File: config.mk
export PLATFORM = sky130hd
export DESIGN_NAME = serial_crc8
export DESIGN_NICKNAME = d
export VERILOG_FILES = /design/src/rtl/crc_pkg.sv /design/src/rtl/crc8_step.sv /design/src/rtl/serial_crc8.sv
export SDC_FILE = /design/constraint.sdc
export NUM_CORES = 1
export LEC_CHECK = 0
export CAP_MARGIN = 30
export CORE_MARGIN = 3
export CORE_UTILIZATION = 35
export CTS_CLUSTER_DIAMETER = 200
export DETAILED_ROUTE_END_ITERATION = 8
export SYNTH_ARGS = -nofsm -noshare
export SYNTH_HDL_FRONTEND = slang
export SYNTH_SLANG_ARGS = --single-unit
File: constraint.sdc
create_clock -name clk -period 6.4 [get_ports clk]
set_input_delay 1.6 -clock clk [delete_from_list [all_inputs] [get_ports clk]]
set_output_delay 1.6 -clock clk [all_outputs]
set_load 0.005 [all_outputs]
File: src/rtl/crc_pkg.sv
// Shared definitions for the bit-serial CRC-8 block: FSM encoding, default
// polynomial/initial remainder, bit counter width and its saturating increment.
package crc_pkg;

    typedef enum logic [1:0] {
        ST_IDLE  = 2'd0,
        ST_SHIFT = 2'd1,
        ST_DONE  = 2'd2
    } crc_state_e;

    // Plain-vector views of the state encoding for the state register.
    localparam logic [1:0] S_IDLE  = ST_IDLE;
    localparam logic [1:0] S_SHIFT = ST_SHIFT;
    localparam logic [1:0] S_DONE  = ST_DONE;

    localparam logic [7:0] CRC_POLY_DEFAULT = 8'h07;
    localparam logic [7:0] CRC_INIT_DEFAULT = 8'h00;

    localparam int CNT_W = 16;

    function automatic logic [CNT_W-1:0] sat_inc(input logic [CNT_W-1:0] v);
        return (&v) ? v : v + 1'b1;
    endfunction

endpackage

File: src/rtl/crc8_step.sv
// One MSB-first CRC-8 step: shift the remainder left and fold the polynomial
// in when the feedback bit (crc[7] ^ data) is set. Purely combinational.
module crc8_step (
    input  logic [7:0] i_crc,
    input  logic       i_bit,
    input  logic [7:0] i_poly,
    output logic [7:0] o_crc
);

    logic       w_fb;
    logic [7:0] w_shift;

    assign w_fb    = i_crc[7] ^ i_bit;
    assign w_shift = {i_crc[6:0], 1'b0};

    // One XOR per tap so each can be replaced by a switch-level XOR cell.
    genvar gi;
    generate
        for (gi = 0; gi < 8; gi++) begin : g_tap
            assign o_crc[gi] = w_shift[gi] ^ (i_poly[gi] & w_fb);
        end
    endgenerate

endmodule

File: src/rtl/serial_crc8.sv
// Bit-serial CRC-8 generator/checker: frames a serial stream with start/last,
// pulses crc_valid with the final remainder and flags a zero residue.
module serial_crc8
    import crc_pkg::*;
#(
    parameter logic [7:0] POLY = CRC_POLY_DEFAULT,
    parameter logic [7:0] INIT = CRC_INIT_DEFAULT
) (
    input  logic             clk,
    input  logic             rst,
    input  logic             start,
    input  logic             bit_valid,
    input  logic             bit_in,
    input  logic             last,
    output logic             busy,
    output logic [7:0]       crc_out,
    output logic             crc_valid,
    output logic             match,
    output logic [CNT_W-1:0] bit_cnt
);

    logic [1:0]       r_state;
    logic [1:0]       w_state_next;
    logic [7:0]       r_crc;
    logic [7:0]       w_crc_next;
    logic [7:0]       w_crc_base;
    logic [7:0]       w_crc_step;
    logic [CNT_W-1:0] r_cnt;
    logic [CNT_W-1:0] w_cnt_next;
    logic [CNT_W-1:0] w_cnt_base;
    logic             w_accept;
    logic             w_in_frame;

    // start reinitialises first, so a bit arriving with start is stepped from INIT.
    assign w_accept   = bit_valid && (start || (r_state == S_SHIFT));
    assign w_in_frame = start || (r_state == S_SHIFT);
    assign w_crc_base = start ? INIT : r_crc;
    assign w_cnt_base = start ? '0 : r_cnt;

    crc8_step u_step (
        .i_crc  (w_crc_base),
        .i_bit  (bit_in),
        .i_poly (POLY),
        .o_crc  (w_crc_step)
    );

    always_comb begin
        w_crc_next   = w_crc_base;
        w_cnt_next   = w_cnt_base;
        w_state_next = S_IDLE;
        if (w_accept) begin
            w_crc_next = w_crc_step;
            w_cnt_next = sat_inc(w_cnt_base);
        end
        if (w_in_frame) begin
            w_state_next = (w_accept && last) ? S_DONE : S_SHIFT;
        end
    end

    always_ff @(posedge clk) begin
        if (rst) begin
            r_state <= S_IDLE;
            r_crc   <= INIT;
            r_cnt   <= '0;
        end else begin
            r_state <= w_state_next;
            r_crc   <= w_crc_next;
            r_cnt   <= w_cnt_next;
        end
    end

    assign busy      = (r_state == S_SHIFT);
    assign crc_valid = (r_state == S_DONE);
    assign match     = crc_valid && (r_crc == 8'h00);
    assign crc_out   = r_crc;
    assign bit_cnt   = r_cnt;

endmodule

== Word level (Yosys, flattened, before mapping) ==
Cells that the tools add are included.
W data, S select, Z words.
Word-level totals
  register bits: 26
  input port bits: 6
  output and inout bits: 27
  word-level logic and storage cells: 23
Cells by class
  add/sub/neg operators: 1
  equal/unequal tests: 2
  mux-type cells: 6
  bitwise logic cells: 4
  reductions and logical operators: 7
Operators with widths (count)
  $mux W16: 3
  $add A16 B1 Y16 const B: 1
  $mux W8: 2
  $reduce_and A16 Y1: 1
  $logic_not A8 Y1: 1
  $logic_and A1 B1 Y1: 3
  $xor A1 B1 Y1: 3
  $eq A2 B1 Y1 const B: 1
  $eq A2 B2 Y1 const B: 1
  $mux W2: 1
  $reduce_or A2 Y1: 1
  $logic_or A1 B1 Y1: 1
  $not A1 Y1: 1

== Depth between registers and ports, before layout ==
Gate-level depths: netlist (run 1).
  word-level depth: 5
  mapped depth: 8
  mapped depth without buffers: 6

== Cells and area by module ==
From an unflattened synthesis (run 1), not the netlist that was laid out.
Second synthesis, totals
  cell total of the unflattened synthesis: 181
  area, all modules: 1422.6 µm²
Modules (own cells, without submodules)
  serial_crc8: times used 1, cells each 165, area an instance 1311.3 µm², sequential area each 520.5 µm²
  crc8_step: times used 1, cells each 16, area an instance 111.4 µm², sequential area each 0.0 µm²

== Worst setup path before layout (run 1) ==
No wires, ideal clock.
  path type: input-to-reg
  start: in start
  end: reg r_cnt[0], in the netlist bit_cnt[0]
  setup time: 121 ps
  data arrival time: 3315 ps
  required time: 6279 ps
  setup slack: 2964 ps
  stages: 8
  buffers on the path: 2
  path through: buf_2 > clkbuf_1 > nor2b_1 > ha_1 > and3b_1 > and4_1 > a21oi_1 > mux2_2
On the way
  cells in the longest elaborated chain, start to end: 4
  elaborated cells between the ends (all ways): 7
  those cells by class: 1 x add/sub; 3 x mux; 3 x reduce/logical
RTL lines
  start, declared: line serial_crc8.sv:11  | input logic start,
  $mux W16: line serial_crc8.sv:38  | assign w_cnt_base = start ? '0 : r_cnt;
  $add A16 B1 Y16 or $reduce_and A16 Y1 (tied branches): line crc_pkg.sv:22  | return (&v) ? v : v + 1'b1;
  $mux W16: line crc_pkg.sv:22
  $mux W16 *: line serial_crc8.sv:51  | if (w_accept) begin
  end signal, assigned: line serial_crc8.sv:68  | r_cnt <= w_cnt_next;
  end, declared: line serial_crc8.sv:28  | logic [CNT_W-1:0] r_cnt;
Every way passes the cells marked *; elsewhere a longest branch is shown, timed or not.
A chain may end at the register's enable or synchronous reset.

== Worst setup path after layout (run 1) ==
  start: in start
  end: reg r_cnt[2], in the netlist bit_cnt[2]
Same word-level chain as after synthesis.

==> results of run 1 <==
## cell families after synthesis
kind of cell | count (synthesis) | synth area share, %
fa+ha+maj | 1 | 0.8619
compound gates | 37 | 19.31
xor+xnor | 2 | 1.207
simple gates | 85 | 33.19
flops | 26 | 35.86
buf+inv | 12 | 3.965
mux | 8 | 5.604
## power breakdown
group	internal [W]	total [W]	switching [W]
Combinational	0.0000133	0.0000304	0.0000171
Clock	0.0000550	0.000108	0.0000525
Sequential	0.000164	0.000166	0.00000177
Total	0.000232	0.000304	0.0000714
## layout by cell type, fill, tap and decap left out, types with 3 or more instances in the layout
cell type	netlist	final
a211oi_1	9	9
a21oi_1	8	8
a31oi_1	4	4
and3_1	5	5
and3b_1	3	3
clkbuf_8	0	4
clkdlybuf4s50_1	0	32
dfxtp_1	26	26
mux2i_1	7	7
nand2_1	31	31
nand3_1	6	6
nand4_1	4	4
nor2_1	3	3
nor2b_1	6	6
nor4_1	4	4
or3_1	7	7
or4_1	4	4
## path summary, 6_finish.rpt
path	from	endpoint	slack, ns
max	start	bit_cnt[2]	2.38
min	bit_cnt[1]	bit_cnt[1]	0.49
max reg2reg	bit_cnt[0]	bit_cnt[8]	4.33
min reg2reg	bit_cnt[1]	bit_cnt[1]	0.49
## worst register-to-register path, cell delays in order (launching register included)
cell and delay (ns):
dfxtp_1 0.33, nor2b_2 0.22, ha_1 0.26, and3b_1 0.23
o2111ai_1 0.31, or4_1 0.50, a21oi_1 0.15
## flip-flops by register name, summed over array words and instances (netlist names)
register and count:
r_state 2, bit_cnt 16, crc_out 8
## layer usage
layer | GRT usage (%) | vias to the layer above | wire length [µm]
met5 | 0 | - | 0
met1 | 22.14 | 656 | 1825
met2 | 23.49 | 38 | 1706
met3 | 3.741 | 6 | 190
met4 | 3.191 | 0 | 40
li1 | - | 704 | -
## Yosys cell counts, types with 2 or more instances
| cell type | number | area share, % |
|---|---|---|
| a31oi_1 | 4 | 1.7 |
| and2_1 | 2 | 0.86 |
| nor2b_1 | 6 | 2.6 |
| or4_1 | 4 | 2.1 |
| and3b_1 | 3 | 1.8 |
| buf_2 | 4 | 1.4 |
| and4_4 | 2 | 1.6 |
| inv_1 | 2 | 0.52 |
| and3_1 | 5 | 2.2 |
| mux2i_1 | 7 | 4.8 |
| nor4_1 | 4 | 1.7 |
| nor2_1 | 3 | 0.78 |
| clkbuf_1 | 4 | 1.0 |
| o211ai_1 | 2 | 1.0 |
| a211oi_1 | 9 | 4.7 |
| nand3_1 | 6 | 2.1 |
| o21ai_0 | 2 | 0.69 |
| dfxtp_1 | 26 | 36 |
| xnor2_1 | 2 | 1.2 |
| or3_1 | 7 | 3.0 |
| a21oi_1 | 8 | 2.8 |
| nor4b_1 | 2 | 1.2 |
| nand4_1 | 4 | 1.7 |
| nand2_1 | 31 | 8.0 |
## through the flow
step	util, %	hold WS [ns]	power, W	instances
CTS	48.50	0.4995	0.0003077	248
global route	48.50	0.5194	0.0003185	248
global placement	46.66	0.4695	0.0001980	242
floorplan	-	0.4678	0.0001859	171
finish	48.50	0.4934	0.0003035	248
detailed placement	47.06	0.4838	0.0001997	244
## layout make-up
cell class	instances	area (µm²)	area share, %
Tap cell	48	60.06	3.237
Multi-Input combinational cell	133	873.3	47.07
Clock buffer	4	55.05	2.967
Sequential cell	26	520.5	28.05
Inverter	3	11.26	0.6069
Timing Repair Buffer	34	335.3	18.07
==> metrics.csv, run 1 <==
metric;value;unit
cp_slowest_stage_delay;0.95;ns
nNetsFinal;208;
route.detailed.drc;0;
synth_area_per_cell;8.488;µm²
drv_cap;0;
skew;0.002268;ns
syn_area;0.001451;mm²
async_flop_share;0;%
irDropWorstVdd;0.08324;mV
crit_required;6.56;ns
netlist_instances;171;
finalInstanceArea;0.001856;mm²
synth_nets;178;
place_hpwl;2.700;mm
numCtsBuffers;3;
r2r_cells;6;
cp_max_fo;22;
critPathKind;in -> reg;
die_area;0.004955;mm²
drive_above_1_share;7.500;%
path_cells;clkdlybuf4s50_1 -> inv_1 -> a21boi_0 -> buf_4 -> a211oi_1 -> a311o_1;
drt-initial-drc-count;131;
globalplace.congestion;0.8052;
pre_cts_ws;2.127;ns
wl_per_cell;15.17;µm
grt_max_degree;23;
die_h;70.40;µm
vias_per_cell;5.661;
synth-seq-cells;26;
cts_root_buf;clkbuf_8;
antenna_found_initial;0;
first_global_vias;1297;
post_cts_buffers;0;
io_buffers;32;
vias;1404;
netlist-cell-type-count;46;
critPathSlowestCell;clkdlybuf4s50_1;
clkSlewWorstSetupHoldPaths;0.09;ns
critical-path-top-delay-family;buffers and inverters;
cts.repair.resized;0;
path_depth;6;
initial_core_util;37.93;%
grt.total_usage;15.49;%
p_leak;0.5880;nW
seq_area_frac_synth;35.86;%
rsz0062_at_grt;false;
drv_slew;0;
rows;22;
insertion_delay;0.27;ns
max_freq;248.7;MHz
worstPathArrival;4.19;ns
status;complete, no violations;
drt-total-wl;3.762;mm
insertedDiodeCount;0;
synthFlopType;dfxtp_1;
setup_violations;0;
path_buf_inv;3;
period_share;62.82;%
fin_setup_tns;0;ns
grt_overflow;0;
hold_depth;2;
cts_num_sinks;26;
period_minus_slack;4.021;ns
hold_buffers;0;
cts_tree;yes;
synth-edff-count;0;
grt_pass1_wl;6.341;mm
critPathCaptureType;flop;
cts_buffer_depth;2;
post_dp_cell_area;0.001800;mm²
ant_nets;0;
fillerInstances;357;
setup_slack;2.379;ns
yosysWarnings;0;
htree_num_levels;1;
slew_headroom;50.14;%
startpoint_type;primary input;
hold_viol;0;
tightest_slew;0.7456;ns
area_delta_synth_final;27.84;%
coreArea;0.003826;mm²
powerDensity;163.6;mW/mm²
die_w;70.40;µm
ios;33;
firstDrtPassIters;4;
hold_class;reg -> reg;
Power figures use the tool's default switching activity.
==> inputs of run 2 (changes only) <==
clock period = 3.4 ns   (was 6.4 ns; I/O delays follow)
==> run 2 against run 1 <==
- flip-flop and latch count did not move
- non-clock buffer count rose by 4
- sequential share of layout area fell by 0.45 points
- routed wire length rose by 7.4%
- critical path depth rose by 1
- global-route usage rose by 1.5 points
- sequential power rose by 88%
- worst setup slack got worse by 1.9 ns
- first-iteration DRC count fell by 33%
- largest cell class unchanged
- hold slack improved by 0.0027 ns
==> metrics.csv, run 2 (synthesis gave the netlist of run 1 again) <==
metric;value;unit
status;complete, no violations;
htree_num_levels;1;
pre_cts_ws;0.2686;ns
numCtsBuffers;3;
drv_slew;0;
post_cts_buffers;0;
drv_cap;0;
largest_register_ffs;16;
slew_headroom;55.55;%
insertedDiodeCount;0;
hold_buffers;0;
seqPwrFrac;53.7;%
cts_buffer_depth;2;
r2r_cells;6;
critical-path-top-delay-family;simple AND/OR/NAND/NOR gates;
path_depth;7;
route.detailed.drc;0;
skew;0.001446;ns
drt-total-wl;4.040;mm
die_w;70.40;µm
layout_commonest_cell;clkdlybuf4s50_1;
final_cell_mix;clkdlybuf4s50_1, nand2_1, dfxtp_1;
period_share;84.82;%
setup_violations;0;
setup_slack;0.5161;ns
fin_util;49.28;%
drt-initial-drc-count;88;
antenna_found_initial;0;
tightest_slew;0.6643;ns
drive_above_1_share;9.314;%
irDropWorstVdd;0.1960;mV
cts_root_buf;clkbuf_8;
vias_per_cell;5.913;
cts.repair.resized;0;
cp_slowest_stage_delay;0.59;ns
cts_num_sinks;26;
area_delta_synth_final;29.91;%
ant_nets;0;
ios;33;
coreArea;0.003826;mm²
cp_max_fo;9;
clockPowerShare;35.6;%
power_switching;0.0001401;W
whs;0.4961;ns
vias;1490;
grt_overflow;0;
crit_required;3.61;ns
grt_pass1_wl;6.941;mm
endpoint;bit_cnt[8];
hold_class;reg -> reg;
globalplace.congestion;0.8542;
worstPathArrival;3.10;ns
initial_core_util;37.93;%
timing.rr.end;bit_cnt[8];
p_comb_share;10.7;%
fin_setup_tns;0;ns
swShare;24.15;%
path_cells;clkdlybuf4s50_1 -> nor2b_2 -> ha_1 -> and3b_1 -> o2111ai_1 -> or4_1 -> a21oi_1;
p_leak;0.6069;nW
rows;22;
die_h;70.40;µm
cts_tree;yes;
reg2reg_from;bit_cnt[0];
critPathSlowestCell;clkdlybuf4s50_1;
io_buffers;32;
path_buf_inv;1;
insertion_delay;0.27;ns
nNetsFinal;212;
max_freq;346.8;MHz
wl_per_cell;16.03;µm
rsz0062_at_grt;false;
powerDensity;307.7;mW/mm²
grt_max_degree;17;
hold_start;crc_out[3];
startpoint_type;primary input;
place_hpwl;2.937;mm
grt.total_usage;16.94;%
met3_length;196;µm
critPathKind;in -> reg;
first_global_vias;1408;
drt-met1-wl;1.987;mm
firstDrtPassIters;4;
clkSlewWorstSetupHoldPaths;0.09;ns
hold_viol;0;
r2r_slack;1.39;ns
p_int;0.0004401;W
maxUsedRoutingLayer;met4;
power;0.0005802;W
crit_start;start;
period_minus_slack;2.884;ns
die_area;0.004955;mm²
route.met2.wl;1.828;mm
critPathCaptureType;flop;
==> run 2: cell count changes in the layout (fill, tap and decap cells not counted) <==
cell   delta
buf_4     +4
==> run 2: worst reg2reg max path, cell delays in order (launching register included) <==
cell and delay (ns):
dfxtp_1 0.35, nor2b_2 0.23, ha_1 0.24, and3b_1 0.24, o2111ai_1 0.28, or4_1 0.47
a21oi_1 0.14
==> run 2: how the worst min path moves through the flow <==
stage	end	slack [ns]	cells past startpoint
2_1_floorplan	bit_cnt[1]	0.47	2
6_report	crc_out[4]	0.50	2
3_3_place_gp	bit_cnt[5]	0.47	2
4_1_cts	crc_out[4]	0.50	2
3_5_place_dp	crc_out[4]	0.48	2
5_1_grt	crc_out[7]	0.53	2
==> run 2: power by group through the flow <==
stage / registers, W / clock network, W / logic, W
global placement: 0.000319 / 0 / 0.0000592
finish: 0.000312 / 0.000207 / 0.0000618
detailed placement: 0.000319 / 0 / 0.0000604
global route: 0.000313 / 0.000229 / 0.0000682
floorplan: 0.000318 / 0 / 0.0000314
CTS: 0.000312 / 0.000215 / 0.0000607
==> run 2: layout make-up <==
type	instances	area [µm²]
Sequential cell	26	520.5
Inverter	3	11.26
Tap cell	48	60.06
Timing Repair Buffer	38	365.4
Clock buffer	4	55.05
Fill cell	373	1941
Multi-Input combinational cell	133	873.3
==> run 2: routing by layer <==
metal / up-vias / global-route usage [%]
li1: 708 / -
met1: 729 / 24.76
met2: 49 / 25.68
met3: 4 / 3.022
met4: 0 / 3.830
met5: - / 0
==> run 2: per-stage QoR <==
stage                     cells  cell area, µm²
after floorplan             171            1451
after global placement      247            1823
after detailed placement    247            1823
after CTS                   251            1878
after global routing        252            1886
final                       252            1886
